## config.mk

```make
export PLATFORM = sky130hd
export DESIGN_NAME = seg_msg_scheduler
export DESIGN_NICKNAME = d
export VERILOG_FILES = /design/src/rtl/seg_msg_scheduler_pkg.sv /design/src/rtl/seg_msg_scheduler_seg7_decode.sv /design/src/rtl/seg_msg_scheduler.sv
export SDC_FILE = /design/constraint.sdc
export NUM_CORES = 1
export LEC_CHECK = 0
export ABC_AREA = 0
export CAP_MARGIN = 20
export CORE_UTILIZATION = 30
export DETAILED_ROUTE_END_ITERATION = 7
export GPL_ROUTABILITY_DRIVEN = 0
export GPL_TIMING_DRIVEN = 0
export MAX_ROUTING_LAYER = met4
export SLEW_MARGIN = 20
export SYNTH_ARGS = -nofsm -noshare
export SYNTH_HDL_FRONTEND = slang
export SYNTH_HIERARCHICAL = 1
export SYNTH_SLANG_ARGS = --single-unit
```

## constraint.sdc

```tcl
create_clock -name clk -period 8 [get_ports clk]
set_input_delay 1.2 -clock clk [delete_from_list [all_inputs] [get_ports clk]]
set_output_delay 1.2 -clock clk [all_outputs]
set_load 0.05 [all_outputs]
```

## src/rtl/seg_msg_scheduler_pkg.sv

```systemverilog
// ============================================================================
// Module      : seg_msg_scheduler_pkg
// Description : FSM state encoding and hex glyph table for the message player.
// Revision    : 1.0 - initial release
// ============================================================================
`default_nettype none

package seg_msg_scheduler_pkg;

  typedef logic [1:0] state_t;

  localparam state_t C_ST_IDLE = 2'd0;
  localparam state_t C_ST_SHOW = 2'd1;
  localparam state_t C_ST_GAP  = 2'd2;

  localparam logic [6:0] C_BLANK = 7'h00;

  // Entry n holds the glyph for hex digit n; segment a is bit 0.
  localparam logic [15:0][6:0] C_GLYPH_ROM = {
    7'h71, 7'h79, 7'h5E, 7'h39, 7'h7C, 7'h77, 7'h6F, 7'h7F,
    7'h07, 7'h7D, 7'h6D, 7'h66, 7'h4F, 7'h5B, 7'h06, 7'h3F
  };

endpackage

`default_nettype wire

```

## src/rtl/seg_msg_scheduler_seg7_decode.sv

```systemverilog
// ============================================================================
// Module      : seg7_decode
// Description : Combinational hex digit to 7-segment glyph decoder.
// Revision    : 1.0 - initial release
// ============================================================================
`default_nettype none

module seg7_decode
  import seg_msg_scheduler_pkg::*;
(
  input  logic [3:0] hex,
  output logic [6:0] segments
);

  assign segments = C_GLYPH_ROM[hex];

endmodule

`default_nettype wire

```

## src/rtl/seg_msg_scheduler.sv

```systemverilog
// ============================================================================
// Module      : seg_msg_scheduler
// Description : Plays an 8-slot hex message on a 7-segment digit with
//               per-character dwell, optional blank gap and looping.
// Revision    : 1.0 - initial release
// ============================================================================
`default_nettype none

module seg_msg_scheduler
  import seg_msg_scheduler_pkg::*;
#(
  parameter int DWELL_CYCLES = 10000000,
  parameter int GAP_CYCLES   = 1000000
) (
  input  logic       clk,
  input  logic       rst_n,
  input  logic       ena,
  input  logic       wr_en,
  input  logic [2:0] wr_addr,
  input  logic [3:0] wr_data,
  input  logic       start,
  input  logic [2:0] len_m1,
  input  logic       loop,
  input  logic       stop,
  output logic [6:0] segments,
  output logic       busy,
  output logic       done,
  output logic [2:0] idx
);

  localparam int C_CNT_MAX = (DWELL_CYCLES > GAP_CYCLES) ? DWELL_CYCLES : GAP_CYCLES;
  localparam int C_CNT_W   = $clog2(C_CNT_MAX + 1);
  localparam logic [C_CNT_W-1:0] C_DWELL_LOAD = C_CNT_W'(DWELL_CYCLES - 1);
  localparam logic [C_CNT_W-1:0] C_GAP_LOAD   = C_CNT_W'((GAP_CYCLES > 0) ? GAP_CYCLES - 1 : 0);

  state_t               r_state;
  logic [2:0]           r_idx;
  logic [C_CNT_W-1:0]   r_cnt;
  logic [2:0]           r_len;
  logic                 r_loop;
  logic                 r_done;
  logic [3:0]           r_buf [8];

  state_t               w_state_nxt;
  logic [2:0]           w_idx_nxt;
  logic [2:0]           w_idx_inc;
  logic [C_CNT_W-1:0]   w_cnt_nxt;
  logic                 w_finish;
  logic                 w_capture;
  logic [3:0]           w_cur_hex;
  logic [6:0]           w_glyph;

  assign w_idx_inc = (r_idx == r_len) ? 3'd0 : r_idx + 3'd1;
  assign w_cur_hex = r_buf[r_idx];

  seg7_decode u_decode (
    .hex      (w_cur_hex),
    .segments (w_glyph)
  );

  // The message buffer is only writable while idle.
  always_ff @(posedge clk or negedge rst_n) begin
    if (!rst_n) begin
      for (int i = 0; i < 8; i++) r_buf[i] <= '0;
    end else if (ena && wr_en && (r_state == C_ST_IDLE)) begin
      r_buf[wr_addr] <= wr_data;
    end
  end

  always_ff @(posedge clk or negedge rst_n) begin
    if (!rst_n) begin
      r_state <= C_ST_IDLE;
      r_idx   <= '0;
      r_cnt   <= '0;
      r_len   <= '0;
      r_loop  <= 1'b0;
      r_done  <= 1'b0;
    end else if (ena) begin
      r_state <= w_state_nxt;
      r_idx   <= w_idx_nxt;
      r_cnt   <= w_cnt_nxt;
      r_done  <= w_finish;
      if (w_capture) begin
        r_len  <= len_m1;
        r_loop <= loop;
      end
    end else begin
      r_done <= 1'b0;
    end
  end

  // The counter reloads on every state entry and expires when it reads zero.
  always_comb begin
    w_state_nxt = r_state;
    w_idx_nxt   = r_idx;
    w_cnt_nxt   = (r_cnt != '0) ? r_cnt - 1'b1 : r_cnt;
    w_finish    = 1'b0;
    w_capture   = 1'b0;
    case (r_state)
      C_ST_IDLE: begin
        if (start && !stop) begin
          w_state_nxt = C_ST_SHOW;
          w_idx_nxt   = '0;
          w_cnt_nxt   = C_DWELL_LOAD;
          w_capture   = 1'b1;
        end
      end
      C_ST_SHOW: begin
        if (stop) begin
          w_state_nxt = C_ST_IDLE;
          w_idx_nxt   = '0;
          w_cnt_nxt   = '0;
        end else if (r_cnt == '0) begin
          if ((r_idx != r_len) || r_loop) begin
            if (GAP_CYCLES > 0) begin
              w_state_nxt = C_ST_GAP;
              w_cnt_nxt   = C_GAP_LOAD;
            end else begin
              w_state_nxt = C_ST_SHOW;
              w_idx_nxt   = w_idx_inc;
              w_cnt_nxt   = C_DWELL_LOAD;
            end
          end else begin
            w_state_nxt = C_ST_IDLE;
            w_idx_nxt   = '0;
            w_cnt_nxt   = '0;
            w_finish    = 1'b1;
          end
        end
      end
      C_ST_GAP: begin
        if (stop) begin
          w_state_nxt = C_ST_IDLE;
          w_idx_nxt   = '0;
          w_cnt_nxt   = '0;
        end else if (r_cnt == '0) begin
          w_state_nxt = C_ST_SHOW;
          w_idx_nxt   = w_idx_inc;
          w_cnt_nxt   = C_DWELL_LOAD;
        end
      end
      default: begin
        w_state_nxt = C_ST_IDLE;
        w_idx_nxt   = '0;
        w_cnt_nxt   = '0;
      end
    endcase
  end

  always_comb begin
    segments = C_BLANK;
    busy     = (r_state != C_ST_IDLE);
    if (r_state == C_ST_SHOW) segments = w_glyph;
  end

  assign done = r_done;
  assign idx  = r_idx;

endmodule

`default_nettype wire

```

==> flow_metrics.env <==
export IMPL_status="finished clean"
export IMPL_cts_setup_buffers=0
export IMPL_viasPerCell=5.69
export IMPL_dr_pass1_iters=5
export IMPL_diodes=0
export IMPL_tightest_slew_ns=1.15
export IMPL_clock_path_buffers=2
export IMPL_ys_warn_count=6
export IMPL_cts_root_buf="clkbuf_16"
export IMPL_period_minus_slack_ns=5.34
export IMPL_clkPwrFrac_pct=18.9
export IMPL_drc_errors=0
export IMPL_rr_endpoint="r_cnt[3]$_DFFE_PN0P_"
export IMPL_min_path_type="reg -> reg"
export IMPL_end_kind="primary output"
export IMPL_cpMostUsedCell="inv_1"
export IMPL_setup_tns_ns=0
export IMPL_yosys_top_cells_count="dfrtp_1 (66), mux2_2 (40), nand2_1 (28)"
export IMPL_rows=43
export IMPL_grt_max_degree=49
export IMPL_grt_pass1_vias=3723
export IMPL_startpoint_type="flop"
export IMPL_postCtsHoldBufs=0
export IMPL_design_core_area_um2=14100
export IMPL_dp_cells=647
export IMPL_pin_count=29
export IMPL_cts_max_level=3
export IMPL_clock_sinks=66
export IMPL_timing_rr_start="idx[1]$_DFFE_PN0P_"
export IMPL_die_w_um=123
export IMPL_p_leak_nw=2.02
export IMPL_final_cells=663
export IMPL_hold_path_cell_count=1
export IMPL_min_from="r_buf[17]$_DFFE_PN0P_"
export IMPL_worst_path_buf_inv=4
export IMPL_slowest_stage="clkdlybuf4s50_1"
export IMPL_die_h_um=123
export IMPL_syn_area_um2=4390
export IMPL_synth_edf_count=0
export IMPL_dieArea_um2=15100
export IMPL_num_vias=3774
export IMPL_syn_num_nets=467
export IMPL_synthFlopType="dfrtp_1"
export IMPL_finalNetCount=506
export IMPL_syn_inst=439
export IMPL_synth_seq_area_share_pct=37.6
export IMPL_skew_ns=0.00840
export IMPL_drive_gt1_share_pct=19.0
export IMPL_rsz0062_at_grt="no"
export IMPL_p_int_mw=1.09
export IMPL_detail_route_antenna_nets=0
export IMPL_worstPathRequired_ns=6.80
export IMPL_setup_ws_ns=2.66
export IMPL_holdPathEnd="r_buf[17]$_DFFE_PN0P_"
export IMPL_clk_latency_ns=0.33
export IMPL_clk_pin_slew_ns=0.06
export IMPL_synth_area_leaders="dfrtp_1 (38%), mux2_2 (10%), mux4_2 (4.1%), ha_1 (3.1%), nand2_1 (2.4%)"
export IMPL_hold_viol_final=0
export IMPL_area_growth_pct=18.2
export IMPL_cts_buffers=9
export IMPL_track_usage_pct=17.3
export IMPL_period_share_pct=66.7
export IMPL_drt_wl_total_um=12000
export IMPL_power_switching_mw=0.857
export IMPL_p_per_area_nw_per_um2=374
export IMPL_dp_slack_ns=2.99
export IMPL_cp_max_fo=10
export IMPL_pwr_share_comb_pct=51.2
export IMPL_yosysTopAreaCellShare_pct=37.6
export IMPL_synthArstFlopShare_pct=100
export IMPL_maxCapViolCount=0
export IMPL_slew_viol_final=0
export IMPL_p_seq_share_pct=29.9
export IMPL_arrival_ns=4.14
export IMPL_swShare_pct=44.1
export IMPL_drt_wirelength_per_cell_um=18.2
export IMPL_synth_seq_cells=66
export IMPL_path_class="reg -> out"
export IMPL_slowest_delay_ns=0.69
export IMPL_yosys_cell_types_count=72
export IMPL_start_util_pct=31.2
export IMPL_gr_total_overflow=0
export IMPL_holdWs_ns=0.500
export IMPL_rrSetupSlack_ns=4.72
export IMPL_avgSynthCellArea_um2=10.0
export IMPL_dp_hpwl_um=8640
export IMPL_portBuffers=27
export IMPL_path_cells="buf_1, mux4_2, mux2_2, inv_1, ha_1, inv_1, mux4_1, and2_1, clkdlybuf4s50_1"
export IMPL_peakVddDrop_v=0.000137
export IMPL_yosys_area_top_type="dfrtp_1"
export IMPL_max_freq_mhz=187
export IMPL_drt_iter0_drc=329
export IMPL_path_delay_family="buffers and inverters"
export IMPL_post_cts_resized=0
export IMPL_yosysMostFrequentCell="dfrtp_1"
export IMPL_grt_first_pass_wirelength_um=19600
export IMPL_grt_antenna_before_repair=0
export IMPL_slew_headroom_pct=22.7
export IMPL_setup_viol=0
export IMPL_worstRegToRegCells=6
export IMPL_cts_tree="yes"
==> through the flow <==
stage / util (%) / cell area [um^2] / power, mW
floorplan: - / 4390 / 1.29
global placement: 34.7 / 4890 / 1.53
detailed placement: 34.9 / 4910 / 1.56
CTS: 36.8 / 5190 / 1.94
global route: 36.8 / 5190 / 2.07
finish: 36.8 / 5190 / 1.94
==> logic make-up after synthesis <==
family	count (synthesis)	share of synthesized area, %
AO/OA/AOI/OAI	122	21.0
buffers and inverters	46	4.39
flip-flops	66	37.6
XOR/XNOR	5	0.997
multiplexers	52	15.8
AND/OR/NAND/NOR	137	17.1
adder cells (fa/ha/maj)	11	3.13
==> worst max path at each step <==
stage | start | cells past startpoint | endpoint
after floorplan | idx[0]$_DFFE_PN0P_ | 7 | segments[3]
after global placement | idx[0]$_DFFE_PN0P_ | 9 | segments[3]
after detailed placement | idx[0]$_DFFE_PN0P_ | 9 | segments[3]
after CTS | idx[0]$_DFFE_PN0P_ | 9 | segments[3]
after global routing | idx[0]$_DFFE_PN0P_ | 9 | segments[3]
final | idx[0]$_DFFE_PN0P_ | 9 | segments[3]
==> state kept, by name, summed over array words and instances, names as in the netlist <==
signal and count:
r_buf 32, r_loop 1, r_len 3, idx 3, done 1, r_cnt 24
r_state 2
==> power groups by stage <==
stage	Clock [mW]	Sequential, mW	Combinational (mW)
after floorplan	0	0.551	0.742
after global placement	0	0.574	0.957
after detailed placement	0	0.581	0.978
after CTS	0.376	0.577	0.986
after global routing	0.391	0.598	1.08
final	0.368	0.581	0.995
==> final cells by class <==
class | instances | area [um^2]
clock buffers | 9 | 225
well taps | 180 | 225
inverters | 25 | 93.8
plain buffers | 21 | 98.8
clock inverters | 7 | 53.8
fillers | 1411 | 8900
flip-flops and latches | 66 | 1650
repair buffers | 28 | 295
multi-input cells | 327 | 2550
==> layout by cell type, fill, tap and decap left out, types with 5 or more instances in the layout <==
| cell type | count |
|---|---|
| dfrtp_1 | 66 |
| mux2_2 | 40 |
| nand2_1 | 28 |
| nor2_1 | 27 |
| clkdlybuf4s50_1 | 26 |
| inv_1 | 25 |
| o21ai_0 | 18 |
| a21oi_1 | 15 |
| nor3_1 | 12 |
| clkbuf_1 | 12 |
| ha_1 | 11 |
| nor4_1 | 10 |
| nand3_1 | 10 |
| o211ai_1 | 9 |
| a22oi_1 | 9 |
| clkbuf_16 | 9 |
| mux4_2 | 8 |
| o22ai_1 | 8 |
| and2_1 | 7 |
| o2111ai_1 | 7 |
| nor2b_1 | 6 |
| o31ai_1 | 6 |
| nand2b_1 | 5 |
| nor3b_1 | 5 |
| a211oi_1 | 5 |
| o2bb2ai_1 | 5 |
==> routing by layer <==
layer | track usage (%) | routed length (um)
met2 | 26.1 | 5550
met1 | 23.4 | 5730
met4 | 6.63 | 212
met3 | 2.72 | 544
met5 | - | 0
Power figures use the tool's default switching activity.
==> variant 1: new RTL, same settings <==
Change the parameter `DWELL_CYCLES` from 10000000 to 5000000.
--- a/src/rtl/seg_msg_scheduler.sv
+++ b/src/rtl/seg_msg_scheduler.sv
@@ -9,7 +9,7 @@
 module seg_msg_scheduler
   import seg_msg_scheduler_pkg::*;
 #(
-  parameter int DWELL_CYCLES = 10000000,
+  parameter int DWELL_CYCLES = 5000000,
   parameter int GAP_CYCLES   = 1000000
 ) (
   input  logic       clk,
Formal check against the unedited RTL: same outputs for any inputs over 4 cycles, from zero or initial values and one cycle with rst_n low; that may be too few to reach the edited logic, so the function may still have changed.
==> variant 1 against the original RTL <==
- routed wire length shrank 9.4%
- power grew 2.0%
- global-route usage shrank 0.86 points
- final cell count shrank 3.3%
- first-iteration DRC count grew 22%
- setup slack gained 0.00064 ns
- critical path depth is the same
- clock power grew 6.5%
- count of clock-buffer cells in the layout grew 1
- final area shrank 3.9%
- sequential cell count shrank 1
- sequential power is essentially flat
- synthesized area shrank 5.2%
- largest power group unchanged
==> variant 1: results <==
{
  "dp_slack_ns": 2.93,
  "use_met2_pct": 26.6,
  "yosysSeqAreaShare_pct": 39.1,
  "ys_top_cells_by_count": "65 x dfrtp_1, 43 x mux2_2, 31 x nand2_1, 31 x o21ai_0",
  "routedWlPerCell_um": 17.0,
  "layout-drive-gt1-share_pct": 18.5,
  "largest_registers": "r_buf: 32 flops, r_cnt: 23 flops",
  "drt_iter0_markers": 402,
  "synth_compound_area_share_pct": 14.6,
  "layout.nets": 488,
  "synth_fa_ha_area_share_pct": 3.31,
  "vias": 3534,
  "top_layer_used": "met4",
  "gr-usage-met1_pct": 20.2,
  "hpwl_mm": 8.07,
  "syn_nets": 448,
  "grt_pass1_wl_mm": 18.0,
  "grt_pass1_vias": 3599,
  "finalNonFillerCells": 641,
  "fillers": 1357,
  "finClkSkew_ns": 0.00717,
  "cts_root_buf": "clkbuf_16",
  "numPortBuffers": 28,
  "met3_usage_pct": 4.18,
  "timing.slew.headroom_pct": 38.5,
  "grt_max_degree": 47,
  "wl_met1_mm": 4.78,
  "num_antenna_cells": 0,
  "synth.area.top_cells": "dfrtp_1 39%, mux2_2 12%, mux4_2 4.3%",
  "synth-xor-area-share_pct": 2.31,
  "place_area_um2": 4690,
  "status": "finished, final reports clean",
  "vdd_ir_drop_max_uv": 128,
  "wl_met2_mm": 5.35,
  "met3_length_um": 580,
  "netlist-cell-type-count": 60,
  "p_leak_uw": 0.00204,
  "stdcell_area_um2": 4990,
  "place_inst": 625,
  "track_usage_pct": 16.5,
  "synthCells": 420,
  "synthMuxAreaShare_pct": 18.2,
  "postCtsSetupBuffers": 0,
  "arrival_ns": 4.13
}
variant 1: worst paths after layout:
path	startpoint	to	slack, ns	cells past startpoint
worst max-delay path	idx[0]	segments[3]	2.67	9
worst min-delay path	r_cnt[21]	r_cnt[21]	0.47	1
worst max register to register	r_cnt[0]	r_cnt[0]	4.68	12
max in group asynchronous	rst_n	r_buf[5]	6.72	2
worst min register to register	r_cnt[21]	r_cnt[21]	0.47	1
min in group asynchronous	rst_n	r_cnt[2]	0.76	1
variant 1: where the power goes:
part | leakage [µW] | switching [µW] | internal (µW)
Combinational | 0.00106 | 564 | 445
Clock | 0.000148 | 145 | 247
Sequential | 0.000837 | 112 | 468
variant 1: area by class of cell:
type	instances	area share [%]
clock buffers	10	4.79
flip-flops and latches	65	32.6
repair buffers	29	6.12
multi-input cells	321	48.0
well taps	176	4.41
inverters	14	1.10
plain buffers	20	1.88
clock inverters	6	1.15
==> variant 2: new RTL, config.mk and constraints unchanged <==
Without the edit above. Add an input register stage for `wr_data`, with the module's reset; this delays it by one clock. The other inputs are not delayed to match.
--- a/src/rtl/seg_msg_scheduler.sv
+++ b/src/rtl/seg_msg_scheduler.sv
@@ -33,6 +33,16 @@
   localparam logic [C_CNT_W-1:0] C_DWELL_LOAD = C_CNT_W'(DWELL_CYCLES - 1);
   localparam logic [C_CNT_W-1:0] C_GAP_LOAD   = C_CNT_W'((GAP_CYCLES > 0) ? GAP_CYCLES - 1 : 0);
 
+  logic [3:0] wr_data_q;
+
+  always_ff @(posedge clk or negedge rst_n) begin
+    if (!rst_n) begin
+      wr_data_q <= '0;
+    end else begin
+      wr_data_q <= wr_data;
+    end
+  end
+
   state_t               r_state;
   logic [2:0]           r_idx;
   logic [C_CNT_W-1:0]   r_cnt;
@@ -63,7 +73,7 @@
     if (!rst_n) begin
       for (int i = 0; i < 8; i++) r_buf[i] <= '0;
     end else if (ena && wr_en && (r_state == C_ST_IDLE)) begin
-      r_buf[wr_addr] <= wr_data;
+      r_buf[wr_addr] <= wr_data_q;
     end
   end
 
Check against the original RTL: not equivalent (Yosys sat finds a counterexample within 4 cycles, from zero or initial values and one cycle with rst_n low).
==> variant 2 against the original RTL <==
- critical path depth stayed put
- clock skew is 0.0050 ns lower
- setup slack gained 0.35 ns
- count of clock-buffer cells in the layout is 2 higher
- critical endpoint unchanged
- register-to-register slack gained 0.32 ns
- final area grew 0.24%
- synthesized area about the same
- sequential cell count rose by 4
- die area is essentially flat
- largest power group unchanged
- routed wire length is 4.6% lower
- power rose by 5.1%
- highest routed layer unchanged
- non-clock buffer count is 1 higher
- critical path type unchanged
==> variant 2: results <==
{
  "status": "finished, final reports clean",
  "drt_iter0_markers": 305,
  "track_usage_pct": 16.8,
  "finClkSkew_ns": 0.00337,
  "worst_pin_slew_ns": 0.828,
  "cp_slowest_cell": "clkdlybuf4s50_1",
  "rr_startpoint": "r_state[1]",
  "post_cts_resized": 0,
  "r2r-end": "r_buf[22]",
  "grt_pass1_wl_mm": 18.7,
  "path_delay_family": "multiplexers",
  "layout-drive-gt1-share_pct": 22.3,
  "vdd_ir_drop_max_uv": 125,
  "synth.area.top_cells": "dfrtp_1 40%, mux2_2 11%, mux4_2 4.1%",
  "syn_nets": 453,
  "reg2reg_depth": 7,
  "finalNonFillerCells": 650,
  "place_area_um2": 4930,
  "place_inst": 634,
  "p_leak_uw": 0.00217,
  "ys_top_cells_by_count": "70 x dfrtp_1, 43 x mux2_2, 26 x nor2_1, 26 x nor3_1, 24 x nand2_1",
  "layout.nets": 493,
  "vias_per_cell": 5.56,
  "routedWlPerCell_um": 17.7,
  "numPortBuffers": 28,
  "netlist-cell-type-count": 80,
  "largest_registers": "r_buf: 32 flops, r_cnt: 24 flops, wr_data_q: 4 flops",
  "yosysSeqAreaShare_pct": 39.8,
  "grt_pass1_vias": 3576,
  "grt_max_degree": 50,
  "hold_start": "r_cnt[14]",
  "arrival_ns": 3.79,
  "hpwl_mm": 8.28,
  "dp_slack_ns": 3.35,
  "synthCells": 425
}
==> variant 2: cell types whose count changed after synthesis, moves of 6 or more <==
cell,change
o211ai_1,-8
inv_1,-9
o22ai_1,-6
a22oi_1,-8
o2111ai_1,-6
nor3_1,+14
==> variant 2: worst register-to-register path, cell delays in order (launching register included) <==
cell	delay (ns)
dfrtp_1	0.35
clkbuf_1	0.22
nor2_1	0.25
clkinv_1	0.32
nor2_1	0.47
nand2_1	0.21
nor4b_2	0.61
mux2_2	0.41
==> variant 2: cells by family (layout without fill, tap and decap cells) <==
logic type	count (synthesis)	count (layout)	synth area share [%]
and+or+nand+nor	151	151	20.1
AOI/OAI and AO/OA	90	90	14.3
DFF	70	70	39.8
muxes	56	56	16.7
buffers and inverters	38	83	4.15
adders and majority gates	11	11	3.13
xor gates and xnor gates	9	9	1.79
==> variant 2: final cells by class <==
class                   instances  area (µm²)  share of cell area [%]
multi-input cells             317        2460                    47.3
clock buffers                  11         243                    4.66
inverters                      17        63.8                    1.23
plain buffers                  21         119                    2.28
clock inverters                 5        35.0                   0.673
repair buffers                 29         305                    5.87
well taps                     180         225                    4.33
flip-flops and latches         70        1750                    33.7
==> variant 2: how the worst max path moves through the flow <==
| stage | from | endpoint | slack [ns] | depth (start not counted) |
|---|---|---|---|---|
| floorplan | idx[0] | segments[3] | 3.82 | 8 |
| global placement | rst_n | r_buf[19] | 3.28 | 1 |
| detailed placement | idx[0] | segments[3] | 3.35 | 9 |
| CTS | idx[0] | segments[3] | 2.97 | 9 |
| global route | idx[0] | segments[3] | 2.88 | 9 |
| finish | idx[0] | segments[3] | 3.01 | 9 |
==> variant 2: per-layer routing <==
layer / up-vias / wire (µm) / track usage (%)
met5: - / 0 / -
met4: 0 / 307 / 8.36
met3: 31 / 671 / 3.97
met1: 1783 / 5220 / 21.7
li1: 1672 / - / -
met2: 131 / 5290 / 24.7
==> variant 2: metrics by stage <==
| step | total power [µW] | hold slack [ns] |
|---|---|---|
| after floorplan | 1410 | 0.448 |
| after global placement | 1630 | 0.471 |
| after detailed placement | 1670 | 0.475 |
| after CTS | 2040 | 0.488 |
| after global routing | 2180 | 0.493 |
| final | 2040 | 0.492 |
==> variant 2: where the power goes <==
group	switching, µW	internal (µW)	leakage (µW)	total [µW]
Sequential	107	491	0.000910	599
Combinational	603	468	0.00112	1070
Clock	155	218	0.000135	374
Total	866	1180	0.00217	2040
